`config.mk`:
```
export PLATFORM = sky130hd
export DESIGN_NAME = alu_result_skid
export DESIGN_NICKNAME = d
export VERILOG_FILES = /design/src/rtl/alu_result_skid.sv
export SDC_FILE = /design/constraint.sdc
export NUM_CORES = 1
export LEC_CHECK = 0
export CAP_MARGIN = 20
export CORE_UTILIZATION = 53
export DETAILED_ROUTE_END_ITERATION = 8
export GPL_TIMING_DRIVEN = 0
export PLACE_DENSITY = 0.84
export SLEW_MARGIN = 20
export SYNTH_ARGS = -nofsm -noshare
export SYNTH_HDL_FRONTEND = slang
export SYNTH_SLANG_ARGS = --single-unit
export TNS_END_PERCENT = 5
```
`constraint.sdc`:
```
create_clock -name clk -period 2.4 [get_ports clk]
set_input_delay 0.48 -clock clk [delete_from_list [all_inputs] [get_ports clk]]
set_output_delay 0.48 -clock clk [all_outputs]
set_load 0.02 [all_outputs]
```
`src/rtl/alu_result_skid.sv`:
```
// alu_result_skid
//   Registered output stage behind the 32-bit ALU logic units. Each ALU result
//   and its op tag are captured through a valid/ready handshake into a 2-entry
//   skid buffer, so in_ready is a plain flop and there is no combinational path
//   from the input side to the output side. The result is presented with a zero
//   flag to the writeback/consumer stage.
//
//   Optional feature macro: ALU_RES_PARITY_EN
//     defined   -> out_parity port exists (^out_res, registered with the data),
//                  and the skid entry carries parity too.
//     undefined -> no out_parity port, no parity flops.
//
// Ports
//   clk         in   1    rising-edge clock
//   rst_n       in   1    asynchronous active-low reset
//   in_valid    in   1    ALU result valid
//   in_ready    out  1    stage can accept (registered)
//   in_res      in   W    ALU result
//   in_op       in   OPW  op tag of in_res (carried, not interpreted)
//   out_valid   out  1    out_res/out_op/out_zero valid
//   out_ready   in   1    consumer accepts
//   out_res     out  W    oldest buffered result
//   out_op      out  OPW  op tag of out_res
//   out_zero    out  1    out_res == 0
//   out_parity  out  1    ^out_res (ALU_RES_PARITY_EN only)
//
// State table
//   state   | meaning
//   S_EMPTY | nothing buffered; out_valid=0, in_ready=1
//   S_ONE   | main holds an entry; out_valid=1, in_ready=1
//   S_TWO   | main and skid hold entries; out_valid=1, in_ready=0

module alu_result_skid #(
  parameter int W   = 32,
  parameter int OPW = 3
) (
  input  logic           clk,
  input  logic           rst_n,
  input  logic           in_valid,
  output logic           in_ready,
  input  logic [W-1:0]   in_res,
  input  logic [OPW-1:0] in_op,
  output logic           out_valid,
  input  logic           out_ready,
  output logic [W-1:0]   out_res,
  output logic [OPW-1:0] out_op,
  output logic           out_zero
`ifdef ALU_RES_PARITY_EN
  ,
  output logic           out_parity
`endif
);

  typedef enum logic [1:0] {
    S_EMPTY = 2'd0,
    S_ONE   = 2'd1,
    S_TWO   = 2'd2
  } state_t;

  state_t         state;
  logic [W-1:0]   skid_res;
  logic [OPW-1:0] skid_op;
`ifdef ALU_RES_PARITY_EN
  logic           skid_parity;
`endif

  logic accept;
  logic pop;

  // in_ready is only ever high in EMPTY/ONE, so accept never fires in TWO and
  // in_valid is naturally ignored there.
  assign accept = in_valid && in_ready;
  assign pop    = out_valid && out_ready;

  // out_res/out_op/out_zero (and out_parity) are the main register itself; they
  // only change on a load, so they hold while the consumer stalls.
  always_ff @(posedge clk or negedge rst_n) begin
    if (!rst_n) begin
      state     <= S_EMPTY;
      out_valid <= 1'b0;
      in_ready  <= 1'b1;
      out_res   <= '0;
      out_op    <= '0;
      out_zero  <= 1'b1;
      skid_res  <= '0;
      skid_op   <= '0;
`ifdef ALU_RES_PARITY_EN
      out_parity  <= 1'b0;
      skid_parity <= 1'b0;
`endif
    end else begin
      case (state)
        S_EMPTY: begin
          if (accept) begin
            out_res   <= in_res;
            out_op    <= in_op;
            out_zero  <= (in_res == '0);
`ifdef ALU_RES_PARITY_EN
            out_parity <= ^in_res;
`endif
            out_valid <= 1'b1;
            in_ready  <= 1'b1;
            state     <= S_ONE;
          end
        end

        S_ONE: begin
          if (accept && pop) begin
            // Stream-through: the new result replaces the one just consumed.
            out_res  <= in_res;
            out_op   <= in_op;
            out_zero <= (in_res == '0);
`ifdef ALU_RES_PARITY_EN
            out_parity <= ^in_res;
`endif
          end else if (pop) begin
            out_valid <= 1'b0;
            state     <= S_EMPTY;
          end else if (accept) begin
            // Consumer stalled: park the younger entry in skid and drop
            // in_ready for next cycle (that is the registered-ready cost).
            skid_res <= in_res;
            skid_op  <= in_op;
`ifdef ALU_RES_PARITY_EN
            skid_parity <= ^in_res;
`endif
            in_ready <= 1'b0;
            state    <= S_TWO;
          end
        end

        S_TWO: begin
          if (pop) begin
            out_res  <= skid_res;
            out_op   <= skid_op;
            out_zero <= (skid_res == '0);
`ifdef ALU_RES_PARITY_EN
            out_parity <= skid_parity;
`endif
            in_ready <= 1'b1;
            state    <= S_ONE;
          end
        end

        default: begin
          out_valid <= 1'b0;
          in_ready  <= 1'b1;
          state     <= S_EMPTY;
        end
      endcase
    end
  end

endmodule

```
; Word-level counts from Yosys, hierarchy flattened
; Index checks and enable logic that the tools add are counted.
[classes]
muxes = 27
n_bitwise = 3
n_reduce_logical = 12
n_eq_ne = 10
[op_table]
columns = operator, count
row1 = 2-to-1 mux 32 bit, 3
row2 = case mux 32 bit (3 select lines), 1
row3 = logical NOT 32 bit, 2
row4 = AND reduction 4 bit, 4
row5 = != test 2 bit (second input constant), 7
row6 = 2-to-1 mux 1 bit, 10
row7 = 2-to-1 mux 2 bit, 5
row8 = 2-to-1 mux 3 bit, 3
row9 = case mux 1 bit (3 select lines), 3
row10 = case mux 3 bit (3 select lines), 1
row11 = case mux 2 bit (3 select lines), 1
row12 = AND reduction 5 bit, 1
row13 = logical AND 1 bit, 3
row14 = != test 3 bit (second input constant), 1
row15 = inverter 1 bit, 3
row16 = nonzero test 3 bit, 1
row17 = equality test 2 x 1 -> 1 bit (second input constant), 1
row18 = equality test 2 bit (second input constant), 1
row19 = logical NOT 2 bit, 1
[word_totals]
inputBits = 39
output_inout_bits = 38
register_bits = 75
wordCells = 60

; Logic depth before layout (Yosys ltp)
[depth]
depth_word = 5
depth_mapped = 6
mapped_depth_nobuf = 4

; Worst setup path after synthesis
; No wires, ideal clock.
[synth_path]
kind = flip-flop to flip-flop
startpoint = register in_ready
endpoint = register skid_res[10]
synth_period_minus_slack_ps = 1652
path_stages_with_launch = 6
setup_slack_ps = 748
setup_time_ps = 125
n_path_buf = 1
required_ps = 2275
arrival_ps = 1527
path_cell_list = dfstp_2 > nand2_1 > nor2_1 > nand3_2 > buf_2 > mux2_2
[synth_between]
elab_chain_len = 4
[synth_rtl]
columns = element, line
row1 = from (decl), 40  ; output logic in_ready,
row2 = from (signal assigned), 81  ; in_ready <= 1'b1;
row3 = from (signal assigned), 102  ; in_ready <= 1'b1;
row4 = from (signal assigned), 127  ; in_ready <= 1'b0;
row5 = logical AND 1 bit *, 72  ; assign accept = in_valid && in_ready;
row6 = logical AND 1 bit, 108  ; if (accept && pop) begin
row7 = inverter 1 bit (no line), -
row8 = AND reduction 4 bit (no line) *, -
row9 = to (signal assigned), 122  ; skid_res <= in_res;
row10 = to (decl), 61  ; logic [W-1:0] skid_res;
; Every way passes the cells marked *; elsewhere a longest branch is shown, timed or not.
; A chain may end at the register's enable or synchronous reset.

; Final worst setup path
[layout_path]
startpoint = input out_ready
endpoint = register out_res[29]
[layout_between]
elab_chain_len = 4
word_cells_on_any_way = 5
classes_between = eq/ne: 2 / reduce/logical: 3
[layout_rtl]
columns = element, line
row1 = from (decl), 44  ; input logic out_ready,
row2 = logical AND 1 bit *, 73  ; assign pop = out_valid && out_ready;
row3 = logical AND 1 bit, 108
row4 = != test 2 bit (no line), -
row5 = AND reduction 4 bit (no line) *, -
row6 = to (signal assigned), 95  ; out_res <= in_res;
row7 = to (signal assigned), 110  ; out_res <= in_res;
row8 = to (signal assigned), 134  ; out_res <= skid_res;
row9 = to (decl), 45  ; output logic [W-1:0] out_res,
; Marked as above.

==> run metrics <==
status=completed; WL final=7.93 mm; clock transition at the registers of the reported paths=0.07 ns; Port Buffer Count=76; Worst setup EP type=flip-flop; Setup crit start kind=input pin; Residual DRC=0; Cell variety after synth=28; CTS tree=done; worst endpoint required time=2.67 ns; routed wl met2=3.75 mm; multi-input logic area=1350 um2; Metal-1 WL=3.47 mm; Top FF cell, synth=dfrtp_1; fin nets=405; # setup viols final=0; via count=2553; placed insts=430; fin crit period=2.11 ns; worst-case clock buffer depth=2; Initial Utilization=55.4%; Clock Root Buffer=clkbuf_8; post-route insts no fill=446; Final Hold Viols=0; CP max FO=10; IR drop worst, VDD=0.369 mV; initial antenna violation count=0; share of the synthesized area in the top cell type=55.3%; Internal Power=0.00218 W; grt ovf=0; Final Slew Violations=0; remaining antenna violation count after routing=0; leading area contributor after synthesis=dfrtp_1; global placer's final weighted congestion=0.814; Gate power share=4.3%; Post-Syn Nets=317; drt via density=5.72; DP Wirelength=5.37 mm; Top delay family on crit path=buffers and inverters; Sw Pwr=0.000509 W; Std-Cell Rows=28; height of the chip=80.9 um; die area=6550 um2; Worst-Margin Slew=0.663 ns; core box area=5960 um2; CTS Buf Count=9; register area=1880 um2; drt first pass iters=4; fraction of the cycle the final worst path needs=88.1%; clock share of power=48.7%; total track usage=26.3%; final instance area=4460 um2; FF+latch count, synth=75; Worst path slowest cell=clkbuf_1; Synth Area per Inst=11.9 um2; Die X=80.9 um; largest net degree at the start of global routing=50; Setup Skew=0.0119 ns; diodes inserted=0; post-route setup TNS=0 ns; first-pass GRT wire length=12.4 mm; number of global-route vias before repair=2533; CP cell instances=clkdlybuf4s50_1, nand2_1, o211ai_2, clkbuf_1, nor2_1, a21oi_1; worst path buffer plus inverter count=2; pwr dens=603 nW/um2; RSZ-0062 raised after global routing=no; Max-Cap Viols=0; Hold Buf Count CTS=0; I/O pins=77; share of layout cells above drive strength 1=17.0%; clock latency on the worst-skew pair=0.35 ns; Fmax=0.473 GHz; Synth area leaders=dfrtp_1 55%, mux2_2 12%, mux2i_1 11%; post-CTS sizing=0; Avg WL per Cell=17.8 um; number of synthesized flops with an enable pin=0; 1st-iter DRT viols=135; wire length on met3=479 um; slew margin rel.=55.8%; Min-Delay Path Class=input pin to async pin; total number of H-tree levels=3; Worst EP arrival=2.39 ns; top layer in use=met4; switching part of the total=18.9%; post-synthesis sequential area ratio=56.9%; Area Overhead vs Synth=35.0%; max incr delay on CP=0.56 ns; Flop pwr share=47.0%; synthesized area=3300 um2; fill cell count=422; placed instance area=4180 um2; postcts setup bufs=0; Async SR Flop Fraction=100%; WS Path Type=input pin to flip-flop; Synth Instances=278; clk sink count=75; P_leak=1.96 nW; synth warn=0
registers in the layout, indices dropped and copies added (netlist names):
name,cells
out_res,32
skid_res,32
out_op,3
skid_op,3
state,2
in_ready,1
out_valid,1
out_zero,1
cell usage in the layout (no fill, tap or decap), types with 3 or more instances in the layout:
cell	Yosys	routed
a21oi_1	37	37
clkdlybuf4s50_1	0	75
nor4_1	15	15
nor2_1	40	40
nand3_1	3	3
buf_4	3	4
mux2_2	35	35
dfrtp_1	73	73
clkbuf_8	0	11
bufinv_16	0	4
buf_2	4	4
mux2i_1	35	35
clkbuf_1	7	8
nand2_1	4	4
synth_stat cells, types with 3 or more instances:
cell type	count
dfrtp_1	73
nor2_1	40
a21oi_1	37
mux2_2	35
mux2i_1	35
nor4_1	15
clkbuf_1	7
buf_2	4
nand2_1	4
buf_4	3
nand3_1	3
stage by stage:
step                      util (%)  total power, W  setup slack, ns  hold slack [ns]
after floorplan                  -         0.00129            0.748            0.184
after global placement        69.8         0.00140            -1.70            0.487
after detailed placement      70.2         0.00140          -0.0442            0.418
after CTS                     74.8         0.00270            0.328           0.0381
after global routing          74.8         0.00277            0.161           0.0557
final                         74.8         0.00269            0.286           0.0418
per-layer routing:
| metal | global-route usage (%) | vias up |
|---|---|---|
| li1 | - | 1182 |
| met1 | 34.2 | 1259 |
| met2 | 41.0 | 89 |
| met3 | 5.84 | 23 |
| met4 | 14.1 | 0 |
| met5 | 0 | - |
cell type report:
| cell class | instances | share of cell area [%] |
|---|---|---|
| Clock inverter | 4 | 2.70 |
| Tap cell | 75 | 2.11 |
| Sequential cell | 75 | 42.2 |
| Clock buffer | 12 | 3.48 |
| Timing Repair Buffer | 77 | 17.6 |
| Multi-Input combinational cell | 188 | 30.3 |
| Inverter | 1 | 0.0842 |
| Buffer | 14 | 1.54 |
power by group through the flow:
| stage | clock [W] | sequential, W | combinational (W) |
|---|---|---|---|
| after floorplan | 0 | 0.00129 | 0.00000481 |
| after global placement | 0 | 0.00129 | 0.000111 |
| after detailed placement | 0 | 0.00129 | 0.000117 |
| after CTS | 0.00132 | 0.00126 | 0.000119 |
| after global routing | 0.00138 | 0.00126 | 0.000127 |
| final | 0.00131 | 0.00126 | 0.000117 |
final timing paths:
check                      startpoint          end  slack [ns]  depth (start not counted)
setup / recovery            out_ready  out_res[29]        0.29                          6
hold / removal                  rst_n  out_res[10]        0.04                          1
hold reg to reg            skid_op[0]   skid_op[0]        0.51                          1
setup reg to reg             in_ready  out_res[29]        0.45                          5
min in group clk           skid_op[0]   skid_op[0]        0.51                          1
max in group asynchronous       rst_n     out_zero        1.75                          2
worst register-to-register path, cell delays in order, from the launching register on:
cell and delay (ns):
dfstp_2 0.58, nand3b_1 0.10, o211ai_2 0.38, clkbuf_1 0.57
nor2_1 0.12, a21oi_1 0.14
kinds of logic (layout without fill, tap and decap cells):
logic type | count (synthesis) | count (layout) | synth area share (%)
muxes | 70 | 70 | 22.5
and+or+nand+nor | 76 | 76 | 11.6
DFF | 75 | 75 | 56.9
buffers and inverters | 15 | 108 | 2.20
AOI/OAI and AO/OA | 42 | 42 | 6.75
Power figures use the tool's default switching activity.
